<file path="src/rtl/prl_rx_msg_queue_if_if.sv">
// Bundle of the PRL RX report bus between the RX state machine/parser, the
// report queue and the policy engine.
// The slave modport is the queue's view; the master modport is the
// environment's view (RX side and PE side together).
// Optional macro PRL_RX_MSG_QUEUE_DROP_CNT_EN adds the drop-counter signal.
interface prl_rx_msg_queue_if_if #(
  parameter int DEPTH  = 4,
  parameter int INFO_W = 66
`ifdef PRL_RX_MSG_QUEUE_DROP_CNT_EN
  ,
  parameter int DCNT_W = 8
`endif
);
  localparam int LW = $clog2(DEPTH + 1);

  logic              prl_rx_st_inform_pe_en;
  logic [2:0]        prl_rx_st_inform_pe_result;
  logic [1:0]        prl_rx_parser_message_type;
  logic [4:0]        prl_rx_parser_header_type;
  logic [2:0]        prl_rx_parser_sop_type;
  logic [INFO_W-1:0] prl_rx_info;
  logic              prl_rx_flush;
  logic              pl2pe_rx_en;
  logic              pe2pl_rx_ready;
  logic [6:0]        pl2pe_rx_type;
  logic [2:0]        pl2pe_rx_sop_type;
  logic [2:0]        pl2pe_rx_result;
  logic [INFO_W-1:0] pl2pe_rx_info;
  logic [LW-1:0]     pl2pe_rx_level;
  logic              pl2pe_rx_ovf;
  logic              pe2pl_rx_ovf_clr;
`ifdef PRL_RX_MSG_QUEUE_DROP_CNT_EN
  logic [DCNT_W-1:0] pl2pe_rx_drop_cnt;
`endif

  modport slave (
    input  prl_rx_st_inform_pe_en, prl_rx_st_inform_pe_result,
           prl_rx_parser_message_type, prl_rx_parser_header_type,
           prl_rx_parser_sop_type, prl_rx_info, prl_rx_flush,
           pe2pl_rx_ready, pe2pl_rx_ovf_clr,
`ifdef PRL_RX_MSG_QUEUE_DROP_CNT_EN
    output pl2pe_rx_drop_cnt,
`endif
    output pl2pe_rx_en, pl2pe_rx_type, pl2pe_rx_sop_type, pl2pe_rx_result,
           pl2pe_rx_info, pl2pe_rx_level, pl2pe_rx_ovf
  );

  modport master (
    output prl_rx_st_inform_pe_en, prl_rx_st_inform_pe_result,
           prl_rx_parser_message_type, prl_rx_parser_header_type,
           prl_rx_parser_sop_type, prl_rx_info, prl_rx_flush,
           pe2pl_rx_ready, pe2pl_rx_ovf_clr,
`ifdef PRL_RX_MSG_QUEUE_DROP_CNT_EN
    input  pl2pe_rx_drop_cnt,
`endif
    input  pl2pe_rx_en, pl2pe_rx_type, pl2pe_rx_sop_type, pl2pe_rx_result,
           pl2pe_rx_info, pl2pe_rx_level, pl2pe_rx_ovf
  );
endinterface

</file>
<file path="src/rtl/prl_rx_msg_queue_if.sv">
// PRL RX message report queue: DEPTH-entry show-ahead FIFO of received
// message reports presented to the policy engine via valid/ready.
// Optional macro PRL_RX_MSG_QUEUE_DROP_CNT_EN adds a saturating drop counter.
module prl_rx_msg_queue_if #(
  parameter int DEPTH  = 4,
  parameter int INFO_W = 66
`ifdef PRL_RX_MSG_QUEUE_DROP_CNT_EN
  ,
  parameter int DCNT_W = 8
`endif
) (
  input logic                   clk,
  input logic                   rst_n,
  prl_rx_msg_queue_if_if.slave  bus
);
  localparam int LW = $clog2(DEPTH + 1);
  localparam int PW = $clog2(DEPTH);
  localparam int EW = 13 + INFO_W;

  logic [EW-1:0] mem [DEPTH];
  logic [PW-1:0] rd_ptr;
  logic [PW-1:0] wr_ptr;
  logic [PW-1:0] head_idx;
  logic [LW-1:0] level;
  logic          ovf;
  logic          full;
  logic          pop;
  logic          accept;
  logic          drop;
  logic [EW-1:0] push_entry;
  logic [EW-1:0] head;

  function automatic logic [PW-1:0] ptr_inc(input logic [PW-1:0] p);
    return (p == PW'(DEPTH - 1)) ? '0 : PW'(p + 1'b1);
  endfunction

  // Flush overrides everything; a pop at full frees the slot for a same-cycle push.
  assign full       = (level == LW'(DEPTH));
  assign pop        = (level != '0) & bus.pe2pl_rx_ready & ~bus.prl_rx_flush;
  assign accept     = bus.prl_rx_st_inform_pe_en & ~bus.prl_rx_flush & (~full | pop);
  assign drop       = bus.prl_rx_st_inform_pe_en & ~bus.prl_rx_flush & full & ~pop;
  assign push_entry = {bus.prl_rx_parser_message_type, bus.prl_rx_parser_header_type,
                       bus.prl_rx_parser_sop_type, bus.prl_rx_st_inform_pe_result,
                       bus.prl_rx_info};

  // Storage is cleared on reset so the head outputs read as zero, never X.
  always_ff @(posedge clk or negedge rst_n) begin
    if (!rst_n) begin
      for (int i = 0; i < DEPTH; i++) mem[i] <= '0;
    end else if (accept) begin
      mem[wr_ptr] <= push_entry;
    end
  end

  // Pointer and occupancy bookkeeping.
  always_ff @(posedge clk or negedge rst_n) begin
    if (!rst_n) begin
      rd_ptr <= '0;
      wr_ptr <= '0;
      level  <= '0;
    end else if (bus.prl_rx_flush) begin
      rd_ptr <= '0;
      wr_ptr <= '0;
      level  <= '0;
    end else begin
      if (accept) wr_ptr <= ptr_inc(wr_ptr);
      if (pop)    rd_ptr <= ptr_inc(rd_ptr);
      if (accept && !pop)      level <= LW'(level + 1'b1);
      else if (!accept && pop) level <= LW'(level - 1'b1);
    end
  end

  // Sticky overflow; a drop wins over a same-cycle clear.
  always_ff @(posedge clk or negedge rst_n) begin
    if (!rst_n)                    ovf <= 1'b0;
    else if (drop)                 ovf <= 1'b1;
    else if (bus.pe2pl_rx_ovf_clr) ovf <= 1'b0;
  end

`ifdef PRL_RX_MSG_QUEUE_DROP_CNT_EN
  logic [DCNT_W-1:0] drop_cnt;

  // Saturating drop counter; a clear with a same-cycle drop leaves a count of one.
  always_ff @(posedge clk or negedge rst_n) begin
    if (!rst_n)                        drop_cnt <= '0;
    else if (bus.pe2pl_rx_ovf_clr)     drop_cnt <= drop ? DCNT_W'(1) : '0;
    else if (drop && (drop_cnt != '1)) drop_cnt <= DCNT_W'(drop_cnt + 1'b1);
  end

  assign bus.pl2pe_rx_drop_cnt = drop_cnt;
`endif

  // While empty, show the slot behind the read pointer so outputs stay put.
  always_comb begin
    head_idx = rd_ptr;
    if (level == '0) head_idx = (rd_ptr == '0) ? PW'(DEPTH - 1) : PW'(rd_ptr - 1'b1);
  end

  assign head                  = mem[head_idx];
  assign bus.pl2pe_rx_en       = (level != '0);
  assign bus.pl2pe_rx_type     = head[EW-1 -: 7];
  assign bus.pl2pe_rx_sop_type = head[EW-8 -: 3];
  assign bus.pl2pe_rx_result   = head[EW-11 -: 3];
  assign bus.pl2pe_rx_info     = head[INFO_W-1:0];
  assign bus.pl2pe_rx_level    = level;
  assign bus.pl2pe_rx_ovf      = ovf;
endmodule

</file>
<file path="src/flat_wrapper.sv">
// flat-port wrapper written by rule: the top's interface ports become plain ports
module prl_rx_msg_queue_if_flat 
#(
  parameter int DEPTH  = 4,
  parameter int INFO_W = 66

)
  (clk, rst_n, bus_prl_rx_st_inform_pe_en, bus_prl_rx_st_inform_pe_result, bus_prl_rx_parser_message_type, bus_prl_rx_parser_header_type, bus_prl_rx_parser_sop_type, bus_prl_rx_info, bus_prl_rx_flush, bus_pe2pl_rx_ready, bus_pe2pl_rx_ovf_clr, bus_pl2pe_rx_en, bus_pl2pe_rx_type, bus_pl2pe_rx_sop_type, bus_pl2pe_rx_result, bus_pl2pe_rx_info, bus_pl2pe_rx_level, bus_pl2pe_rx_ovf);
  prl_rx_msg_queue_if_if #(.DEPTH(DEPTH), .INFO_W(INFO_W)) bus_i ();
  input logic clk;
  input logic rst_n;
  input wire logic [$bits(bus_i.prl_rx_st_inform_pe_en)-1:0] bus_prl_rx_st_inform_pe_en;
  input wire logic [$bits(bus_i.prl_rx_st_inform_pe_result)-1:0] bus_prl_rx_st_inform_pe_result;
  input wire logic [$bits(bus_i.prl_rx_parser_message_type)-1:0] bus_prl_rx_parser_message_type;
  input wire logic [$bits(bus_i.prl_rx_parser_header_type)-1:0] bus_prl_rx_parser_header_type;
  input wire logic [$bits(bus_i.prl_rx_parser_sop_type)-1:0] bus_prl_rx_parser_sop_type;
  input wire logic [$bits(bus_i.prl_rx_info)-1:0] bus_prl_rx_info;
  input wire logic [$bits(bus_i.prl_rx_flush)-1:0] bus_prl_rx_flush;
  input wire logic [$bits(bus_i.pe2pl_rx_ready)-1:0] bus_pe2pl_rx_ready;
  input wire logic [$bits(bus_i.pe2pl_rx_ovf_clr)-1:0] bus_pe2pl_rx_ovf_clr;
  output wire logic [$bits(bus_i.pl2pe_rx_en)-1:0] bus_pl2pe_rx_en;
  output wire logic [$bits(bus_i.pl2pe_rx_type)-1:0] bus_pl2pe_rx_type;
  output wire logic [$bits(bus_i.pl2pe_rx_sop_type)-1:0] bus_pl2pe_rx_sop_type;
  output wire logic [$bits(bus_i.pl2pe_rx_result)-1:0] bus_pl2pe_rx_result;
  output wire logic [$bits(bus_i.pl2pe_rx_info)-1:0] bus_pl2pe_rx_info;
  output wire logic [$bits(bus_i.pl2pe_rx_level)-1:0] bus_pl2pe_rx_level;
  output wire logic [$bits(bus_i.pl2pe_rx_ovf)-1:0] bus_pl2pe_rx_ovf;
  assign bus_i.prl_rx_st_inform_pe_en = bus_prl_rx_st_inform_pe_en;
  assign bus_i.prl_rx_st_inform_pe_result = bus_prl_rx_st_inform_pe_result;
  assign bus_i.prl_rx_parser_message_type = bus_prl_rx_parser_message_type;
  assign bus_i.prl_rx_parser_header_type = bus_prl_rx_parser_header_type;
  assign bus_i.prl_rx_parser_sop_type = bus_prl_rx_parser_sop_type;
  assign bus_i.prl_rx_info = bus_prl_rx_info;
  assign bus_i.prl_rx_flush = bus_prl_rx_flush;
  assign bus_i.pe2pl_rx_ready = bus_pe2pl_rx_ready;
  assign bus_i.pe2pl_rx_ovf_clr = bus_pe2pl_rx_ovf_clr;
  assign bus_pl2pe_rx_en = bus_i.pl2pe_rx_en;
  assign bus_pl2pe_rx_type = bus_i.pl2pe_rx_type;
  assign bus_pl2pe_rx_sop_type = bus_i.pl2pe_rx_sop_type;
  assign bus_pl2pe_rx_result = bus_i.pl2pe_rx_result;
  assign bus_pl2pe_rx_info = bus_i.pl2pe_rx_info;
  assign bus_pl2pe_rx_level = bus_i.pl2pe_rx_level;
  assign bus_pl2pe_rx_ovf = bus_i.pl2pe_rx_ovf;
  prl_rx_msg_queue_if #(.DEPTH(DEPTH), .INFO_W(INFO_W)) u_core (.clk(clk), .rst_n(rst_n), .bus(bus_i));
endmodule
</file>
<file path="config.mk">
export PLATFORM = sky130hd
export DESIGN_NAME = prl_rx_msg_queue_if_flat
export DESIGN_NICKNAME = d
export VERILOG_FILES = /design/src/rtl/prl_rx_msg_queue_if_if.sv /design/src/rtl/prl_rx_msg_queue_if.sv /design/src/flat_wrapper.sv
export SDC_FILE = /design/constraint.sdc
export NUM_CORES = 1
export LEC_CHECK = 0
export BUFFER_PORTS_ARGS = -buffer_cell sky130_fd_sc_hd__buf_2
export CORE_MARGIN = 1
export CORE_UTILIZATION = 40
export CTS_BUF_LIST = sky130_fd_sc_hd__clkbuf_4
export CTS_CLUSTER_DIAMETER = 150
export DETAILED_ROUTE_END_ITERATION = 7
export PLACE_DENSITY = 0.68
export SLEW_MARGIN = 10
export SYNTH_ARGS = -nofsm -noshare
export SYNTH_HDL_FRONTEND = slang
export SYNTH_SLANG_ARGS = --single-unit
</file>
<file path="constraint.sdc">
create_clock -name clk -period 4.6 [get_ports clk]
set_input_delay 0.46 -clock clk [delete_from_list [all_inputs] [get_ports clk]]
set_output_delay 0.46 -clock clk [all_outputs]
set_load 0.01 [all_outputs]
</file>
==> flow_summary.yaml, run 1 <==
worst_setup_path:
  cp_slowest_cell: "buf_4"
  critPathCaptureType: "output pin"
  path_cells: "nor3_4 -> buf_4 -> a31oi_4 -> buf_4 -> o221a_2 -> buf_2"
  start_kind: "flop"
  crit_required_ns: 4.14
  worstSetupPathType: "reg -> out"
  crit_path_frequent_cell: "buf_4"
  crit_arrival_ns: 3.55
  max_stage_delay_ns: 0.80
  path_max_fanout: 82
detailed_routing:
  drt_iter0_drc: 634
  routed_wl_mm: 40.1
  antenna_left: 0
  vias: 11474
  drc: 0
  post_drt_wl_per_cell_um: 19.6
  via_per_inst: 5.60
  firstDrtPassIters: 4
sta:
  relSlewSlack_pct: 30.2
  fmax_mhz: 250
  period_needed_ns: 4.01
  hold_viol: 0
  final.setup.tns_ns: 0
  setup_viol: 0
  holdWs_ns: 0.186
  worstMarginPinSlew_ns: 1.05
  rsz0062_at_grt: "no"
  slew_violations: 0
  finClkSkew_ns: 0.0334
  finalCritPeriodShare_pct: 87.1
cells_and_area:
  multiInputGateArea_sq_um: 6700
  fillers: 3408
  fin_nets: 1555
  drive_gt1_share_pct: 48.6
  fin_area_sq_um: 18900
  area_growth_pct: 20.3
  final-seq-area_sq_um: 8110
  layout_common_cells: "dfrtp_1 (323), mux2_2 (316), buf_2 (167)"
  postLayoutCoreUtil_pct: 48.8
  layout_commonest_cell: "dfrtp_1"
cts:
  htree_levels: 3
  cts_root_buf: "clkbuf_4"
  insertion_delay_ns: 0.78
  cts-buffers-inserted: 89
  post_cts_resized: 0
  post_cts_buffers: 0
  ctsLongestPathBuffers: 3
  path_clk_slew_ns: 0.06
  cts_tree: "built"
  cts.sinks: 324
floorplan:
  fp-row-count: 72
  core_sq_um: 38600
  start_util_pct: 40.6
  io_pins: 169
  die_h_um: 200
  die_area_sq_um: 40000
  die_w_um: 200
grt:
  grt-ovfl-total: 0
  grt_pass1_vias: 11938
  grt_use_total_pct: 20.4
  grt_max_degree: 103
  grt_pass1_wl_mm: 63.7
  antenna_found_initial: 2
logic_synthesis:
  synth_top_area_share_pct: 51.7
  yosysTopAreaCell: "dfrtp_1"
  synth_cell_types: 41
  synth.ff_latch_count: 324
  syn_area_sq_um: 15700
  synthCells: 1215
  yosys-top-cells-area: "dfrtp_1 (52%), mux2_2 (23%), o221a_2 (5.7%), nor4b_1 (4.4%), a211oi_1 (3.8%)"
  syn_area_per_cell_sq_um: 12.9
  ys_seq_area_share_pct: 51.7
  synth_warnings: 0
  syn-num-nets: 1306
power:
  ir_drop_v: 0.000382
  total_power_mw: 13.1
  leakage_nw: 8.23
  p_per_area_nw_per_um2: 692
placement:
  dp_hpwl_mm: 23.1
  dpl_cell_area_sq_um: 16900
  port-buffer-count: 168
  place.gp.congestion: 0.759
run_status:
  status: "complete, no violations"
min_path:
  hold_class: "in -> reg"
job:
  maxCapViolCount: 0
-- cells by family (layout without fill, tap and decap cells) --
group                    after synthesis  count (layout)  share of synthesized area [%]
flip-flops                           324             324                           51.7
buffers and inverters                203             516                           5.97
AND/OR/NAND/NOR                      187             187                           8.66
multiplexers                         317             317                           22.7
other                                  0               2                              0
adder cells (fa/ha/maj)                6               6                          0.526
AO/OA/AOI/OAI                        174             174                           10.2
XOR/XNOR                               4               4                          0.223
-- through the flow --
step | cells | setup slack (ns)
after floorplan | 1215 | 1.76
after detailed placement | 1806 | 1.39
after global routing | 2048 | 0.349
after CTS | 2046 | 0.460
after global placement | 1806 | 1.39
final | 2048 | 0.594
-- critical path, delay by kind of cell (launching register included) --
kind            cells  cell delay, ns
buf+inv             3            1.36
simple gates        1            0.26
compound gates      2            0.57
flops               1            0.51
-- routing by layer --
layer	global-route usage, %	vias up	wire [um]
met4	8.85	0	849
met5	0	-	0
met1	26.5	5888	18200
li1	-	5169	-
met2	32.5	358	18700
met3	4.72	59	2380
-- cell type report --
class	count	area share, %
diodes	2	0.0265
clock buffers	134	5.33
clock inverters	21	0.663
inverters	88	1.76
multi-input cells	688	35.5
flip-flops and latches	324	43.0
well taps	518	3.43
repair buffers	273	10.3
-- synth_stat cells --
cell	n
o31ai_1	1
mux2_2	316
inv_2	1
nor4b_1	79
clkbuf_2	1
nor3_4	1
o2111ai_1	1
nor2b_1	2
o31a_1	1
buf_2	10
buf_6	8
a31oi_1	1
o21a_1	1
or3_1	1
nand2_2	4
a21oi_1	3
o32ai_1	1
nand2b_1	2
o21ai_0	3
fa_1	1
nor4_1	74
nand2_1	7
nor3b_4	1
nor3_1	6
nand3_1	4
o31ai_2	1
dfrtp_1	324
a31oi_2	1
ha_1	5
nor2_1	4
nand3b_1	1
xnor2_1	4
clkbuf_1	68
a211oi_1	80
or4b_4	1
buf_1	1
inv_1	87
o221a_2	79
mux2i_1	1
o311ai_0	1
buf_4	27
-- state kept, by name, summed over array words and instances, names as in the netlist --
| register | count |
|---|---|
| u_core.wr_ptr | 2 |
| u_core.bus.pl2pe_rx_level | 3 |
| u_core.bus.pl2pe_rx_ovf | 1 |
| u_core.rd_ptr | 2 |
| u_core.mem | 316 |
-- final timing paths --
| path | end | slack [ns] | cells after the start | start |
|---|---|---|---|---|
| worst max register to register | u_core.bus.pl2pe_rx_level[2] | 1.69 | 10 | u_core.bus.pl2pe_rx_level[0] |
| worst max-delay path | bus_pl2pe_rx_info[26] | 0.59 | 6 | u_core.bus.pl2pe_rx_level[0] |
| worst min-delay path | u_core.bus.pl2pe_rx_level[0] | 0.19 | 3 | bus_pe2pl_rx_ready |
| max in group asynchronous | u_core.mem[302] | 3.24 | 3 | rst_n |
| worst min register to register | u_core.mem[58] | 0.50 | 1 | u_core.mem[58] |
| min in group asynchronous | u_core.mem[239] | 0.28 | 2 | rst_n |
-- what timing repair did --
item                                    CTS  global route
hold buffers                             85             0
endpoints found under the setup margin    0             0
hold endpoints to repair                393             0
-- power by group --
group	switching (mW)	leakage, nW	internal [mW]	total, mW
logic	2.87	3.54	2.84	5.71
registers	0.718	4.02	4.02	4.74
clock network	1.23	0.673	1.38	2.61
total	4.81	8.23	8.25	13.1
Power figures use the tool's default switching activity.
==> inputs of run 2 (changes only) <==
==> constraint.sdc (replaced) <==
create_clock -name clk -period 4.6 [get_ports clk]
set_input_delay 0 -clock clk [delete_from_list [all_inputs] [get_ports clk]]
set_output_delay 0 -clock clk [all_outputs]
set_load 0.01 [all_outputs]
==> flow_summary.yaml, run 2 (synthesis gave the netlist of run 1 again) <==
power:
  p_per_area_nw_per_um2: 677
  leakage_nw: 8.41
  cell_internal_pwr_mw: 8.21
  power.switching_mw: 4.84
  comb_power_share_pct: 44.3
  total_power_mw: 13.1
  clkPwrFrac_pct: 19.4
  ir_drop_v: 0.000437
  pwr-share-seq_pct: 36.3
  switching_share_pct: 37.1
floorplan:
  fp-row-count: 72
  die_h_um: 200
  io_pins: 169
  start_util_pct: 40.6
  die_w_um: 200
  core_sq_um: 38600
  die_area_sq_um: 40000
worst_setup_path:
  crit_arrival_ns: 3.71
  start_kind: "flop"
  crit_required_ns: 4.60
  worstSetupPathType: "reg -> out"
  critPathCaptureType: "output pin"
  path_max_fanout: 78
cells_and_area:
  area_growth_pct: 22.9
  largest_register_ffs: 316
  fin_nets: 1603
  fillers: 3393
  layout_common_cells: "dfrtp_1 (323), mux2_2 (316), buf_2 (167)"
  layout_commonest_cell: "dfrtp_1"
  largest_register: "u_core.mem"
  drive_gt1_share_pct: 47.2
grt:
  grt_pass1_vias: 12171
  grt_max_degree: 101
  grt_pass1_wl_mm: 67.0
  grt-ovfl-total: 0
  antenna_found_initial: 4
  grt_use_total_pct: 21.7
cts:
  htree_levels: 3
  cts_root_buf: "clkbuf_4"
  path_clk_slew_ns: 0.07
  insertion_delay_ns: 0.75
  post_cts_resized: 0
  cts-buffers-inserted: 89
  cts.sinks: 324
  cts_tree: "built"
  ctsLongestPathBuffers: 3
sta:
  period_needed_ns: 3.71
  rsz0062_at_grt: "no"
  holdWs_ns: 0.0816
  relSlewSlack_pct: 26.7
  setup_viol: 0
  finalCritPeriodShare_pct: 80.7
  finClkSkew_ns: 0.0352
  final.setup.tns_ns: 0
  hold_viol: 0
  slew_violations: 0
  fmax_mhz: 269
  worstMarginPinSlew_ns: 1.10
detailed_routing:
  via_per_inst: 5.57
  drc: 0
  drt_iter0_drc: 633
  post_drt_wl_per_cell_um: 20.2
  firstDrtPassIters: 4
  vias: 11670
  antenna_left: 0
  routed_wl_mm: 42.2
min_path:
  hold_class: "in -> reg"
placement:
  place.gp.congestion: 0.774
  port-buffer-count: 168
  dp_hpwl_mm: 23.4
run_status:
  status: "complete, no violations"
job:
  maxCapViolCount: 0
==> run 2: cell type report <==
type	instances	area (sq um)	area share, %
antenna	5	12.5	0.0649
tap	518	648	3.36
inverter	88	332	1.72
sequential	324	8110	42.1
multi-input combinational	688	6700	34.7
clock inverter	12	46.3	0.240
timing repair buffer	321	2400	12.4
clock buffer	138	1040	5.37
==> run 2: critical path: stages (launching register included) <==
cell and delay [ns]:
dfrtp_4 0.41, buf_4 0.80, o311ai_0 0.43, o31ai_4 0.14
buf_4 0.54, a211oi_1 0.26, o221a_2 0.19, buf_2 0.14
==> run 2: worst paths after layout <==
kind,to,slack [ns],start,cells past startpoint
min in group asynchronous,u_core.mem[235],0.38,rst_n,3
min reg2reg,u_core.mem[61],0.50,u_core.mem[61],1
min,u_core.mem[42],0.08,bus_prl_rx_info[42],3
max,bus_pl2pe_rx_info[46],0.89,u_core.rd_ptr[1],7
max reg2reg,u_core.mem[23],1.65,u_core.bus.pl2pe_rx_level[0],5
max in group asynchronous,u_core.mem[28],3.25,rst_n,4
==> run 2: repair_timing <==
| action | in CTS | in global routing |
|---|---|---|
| buffers inserted | 0 | 0 |
| hold buffers | 132 | 0 |
| endpoints found under the hold margin | 454 | 0 |
==> run 2: through the flow <==
stage / area [sq um] / worst slack [ns] / utilization, % / std cells
after CTS: 19300 / 0.810 / 49.9 / 2089
after detailed placement: 16800 / 1.68 / 43.6 / 1807
after global placement: 16800 / 1.71 / 43.6 / 1807
after global routing: 19300 / 0.618 / 49.9 / 2092
final: 19300 / 0.889 / 49.9 / 2094
after floorplan: 15700 / 2.14 / - / 1215
==> run 2: power groups by stage <==
stage	Clock [mW]	Sequential [mW]	Combinational, mW
CTS	2.62	4.72	5.83
finish	2.53	4.75	5.78
floorplan	0	4.54	3.99
global route	2.78	4.88	6.30
detailed placement	0	4.77	5.70
global placement	0	4.71	5.61
==> run 2: routing by layer <==
| layer | routed length, um | GRT usage [%] | vias up |
|---|---|---|---|
| met5 | 0 | 0 | - |
| li1 | - | - | 5262 |
| met2 | 20100 | 34.8 | 345 |
| met4 | 1230 | 9.27 | 0 |
| met3 | 2390 | 4.79 | 94 |
| met1 | 18500 | 28.4 | 5969 |
==> inputs of run 3 (changes only) <==
--- a/config.mk
+++ b/config.mk
@@ -11,7 +11,7 @@
 export CTS_BUF_LIST = sky130_fd_sc_hd__clkbuf_4
 export CTS_CLUSTER_DIAMETER = 150
 export DETAILED_ROUTE_END_ITERATION = 7
-export PLACE_DENSITY = 0.68
+export PLACE_DENSITY = 0.7
 export SLEW_MARGIN = 10
 export SYNTH_ARGS = -nofsm -noshare
 export SYNTH_HDL_FRONTEND = slang
==> constraint.sdc (replaced) <==
create_clock -name clk -period 3.1 [get_ports clk]
set_input_delay 0 -clock clk [delete_from_list [all_inputs] [get_ports clk]]
set_output_delay 0 -clock clk [all_outputs]
set_load 0.01 [all_outputs]
==> flow_summary.yaml, run 3 (synthesis gave the netlist of run 1 again) <==
power:
  leakage_nw: 8.64
  total_power_mw: 19.7
  p_per_area_nw_per_um2: 996
  ir_drop_v: 0.000686
cells_and_area:
  area_growth_pct: 26.1
  layout_common_cells: "dfrtp_1 (322), mux2_2 (316), buf_2 (167)"
  layout_commonest_cell: "dfrtp_1"
  fin_nets: 1648
  drive_gt1_share_pct: 47.3
  fin_area_sq_um: 19800
  largest_register_ffs: 316
  largest_register: "u_core.mem"
worst_setup_path:
  r2r_start: "u_core.bus.pl2pe_rx_level[0]"
  crit_required_ns: 3.10
  critPathCaptureType: "output pin"
  crit_arrival_ns: 2.96
  start_kind: "flop"
  r2r_slack_ns: 0.55
  rr_worst_depth: 9
  path_max_fanout: 12
  rr_endpoint: "u_core.bus.pl2pe_rx_level[2]"
  worstSetupPathType: "reg -> out"
min_path:
  hold_class: "in -> reg"
  hold_start: "bus_prl_rx_info[62]"
  whs_endpoint: "u_core.mem[220]"
  hold_path_depth: 3
cts:
  htree_levels: 3
  cts.sinks: 324
  path_clk_slew_ns: 0.07
  ctsLongestPathBuffers: 3
  insertion_delay_ns: 0.74
  cts_root_buf: "clkbuf_4"
  cts-buffers-inserted: 90
  cts_tree: "built"
sta:
  hold_viol: 0
  setup_slack_ns: 0.141
  finalCritPeriodShare_pct: 95.5
  period_needed_ns: 2.96
  worstMarginPinSlew_ns: 0.839
  rsz0062_at_grt: "yes"
  finClkSkew_ns: 0.0326
  setup_viol: 0
  relSlewSlack_pct: 43.6
  slew_violations: 0
  fmax_mhz: 338
floorplan:
  die_area_sq_um: 40000
  die_w_um: 200
  die_h_um: 200
  io_pins: 169
  fp-row-count: 72
  start_util_pct: 40.6
  core_sq_um: 38600
detailed_routing:
  vias: 12029
  drt_iter0_drc: 507
  routed_wl_mm: 43.0
  post_drt_wl_per_cell_um: 20.0
  drc: 0
  via_per_inst: 5.61
  firstDrtPassIters: 5
  antenna_left: 0
grt:
  grt_max_degree: 104
  grt-ovfl-total: 0
  antenna_found_initial: 4
  grt_pass1_wl_mm: 67.7
  grt_use_total_pct: 21.9
  grt_pass1_vias: 12536
placement:
  pre_cts_ws_ns: 0.586
  port-buffer-count: 168
  place.gp.congestion: 0.784
  dpl_cell_area_sq_um: 17000
  dp_hpwl_mm: 24.7
run_status:
  status: "complete, no violations"
job:
  maxCapViolCount: 0
-- run 3: cell types whose count changed in the layout (fill, tap and decap cells not counted), moves of 4 or more --
cell	previous run	this run
buf_6	0	6
buf_12	4	8
clkbuf_4	138	134
dlygate4sd3_1	131	152
buf_4	17	27
clkinv_1	8	18
-- run 3: how the worst max path moves through the flow --
| stage | from | to | cells after the start |
|---|---|---|---|
| 6_report | u_core.rd_ptr[1] | bus_pl2pe_rx_info[11] | 5 |
| 3_5_place_dp | u_core.bus.pl2pe_rx_level[2] | bus_pl2pe_rx_info[36] | 6 |
| 4_1_cts | u_core.rd_ptr[0] | bus_pl2pe_rx_info[12] | 7 |
| 5_1_grt | u_core.bus.pl2pe_rx_level[2] | bus_pl2pe_rx_info[11] | 5 |
| 3_3_place_gp | u_core.bus.pl2pe_rx_level[0] | bus_pl2pe_rx_info[36] | 6 |
| 2_1_floorplan | u_core.bus.pl2pe_rx_level[2] | u_core.bus.pl2pe_rx_level[2] | 12 |
-- run 3: what timing repair did --
| action | in CTS | in global routing |
|---|---|---|
| endpoints found under the hold margin | 641 | 1 |
| endpoints found under the setup margin | 79 | 64 |
| buffers inserted | 3 | 0 |
| resized for setup | 11 | 10 |
| hold buffers | 151 | 1 |
| pin swaps | 1 | 0 |
| gates cloned | 1 | 0 |
-- run 3: routing by layer --
layer	vias up	part of all wire [%]	GRT usage, %
met1	6172	44	28.0
met5	-	0	0
li1	5358	-	-
met4	0	2.5	9.02
met3	94	6.5	5.66
met2	405	47	35.4
-- run 3: power by group --
group | leakage (nW) | switching (mW) | total, mW | internal [mW]
clock network | 0.670 | 1.79 | 3.76 | 1.97
registers | 4.02 | 1.05 | 7.02 | 5.97
logic | 3.95 | 4.50 | 8.92 | 4.43
-- run 3: layout make-up --
class | count | area [sq um]
inverter | 88 | 332
multi-input combinational | 689 | 6730
sequential | 324 | 8110
fill | 3296 | 18900
tap | 518 | 648
clock buffer | 134 | 1010
clock inverter | 25 | 98.8
antenna | 4 | 10.0
timing repair buffer | 364 | 2850
-- run 3: critical path, cell delays in order (launching register included) --
cell and delay [ns]:
dfrtp_2 0.44, buf_4 0.20, nor3_1 0.69, a31oi_2 0.33, o221a_2 0.40, buf_2 0.14
-- run 3: metrics by stage --
step | setup TNS, ns | instances | utilization [%] | hold slack (ns)
2_1_floorplan | 0 | 1215 | - | -0.296
3_3_place_gp | 0 | 1827 | 44.1 | 0.113
3_5_place_dp | 0 | 1827 | 44.1 | 0.127
4_1_cts | -0.00263 | 2141 | 51.0 | 0.000746
5_1_grt | -0.223 | 2145 | 51.2 | 0.0170
6_report | 0 | 2146 | 51.2 | 0.0757
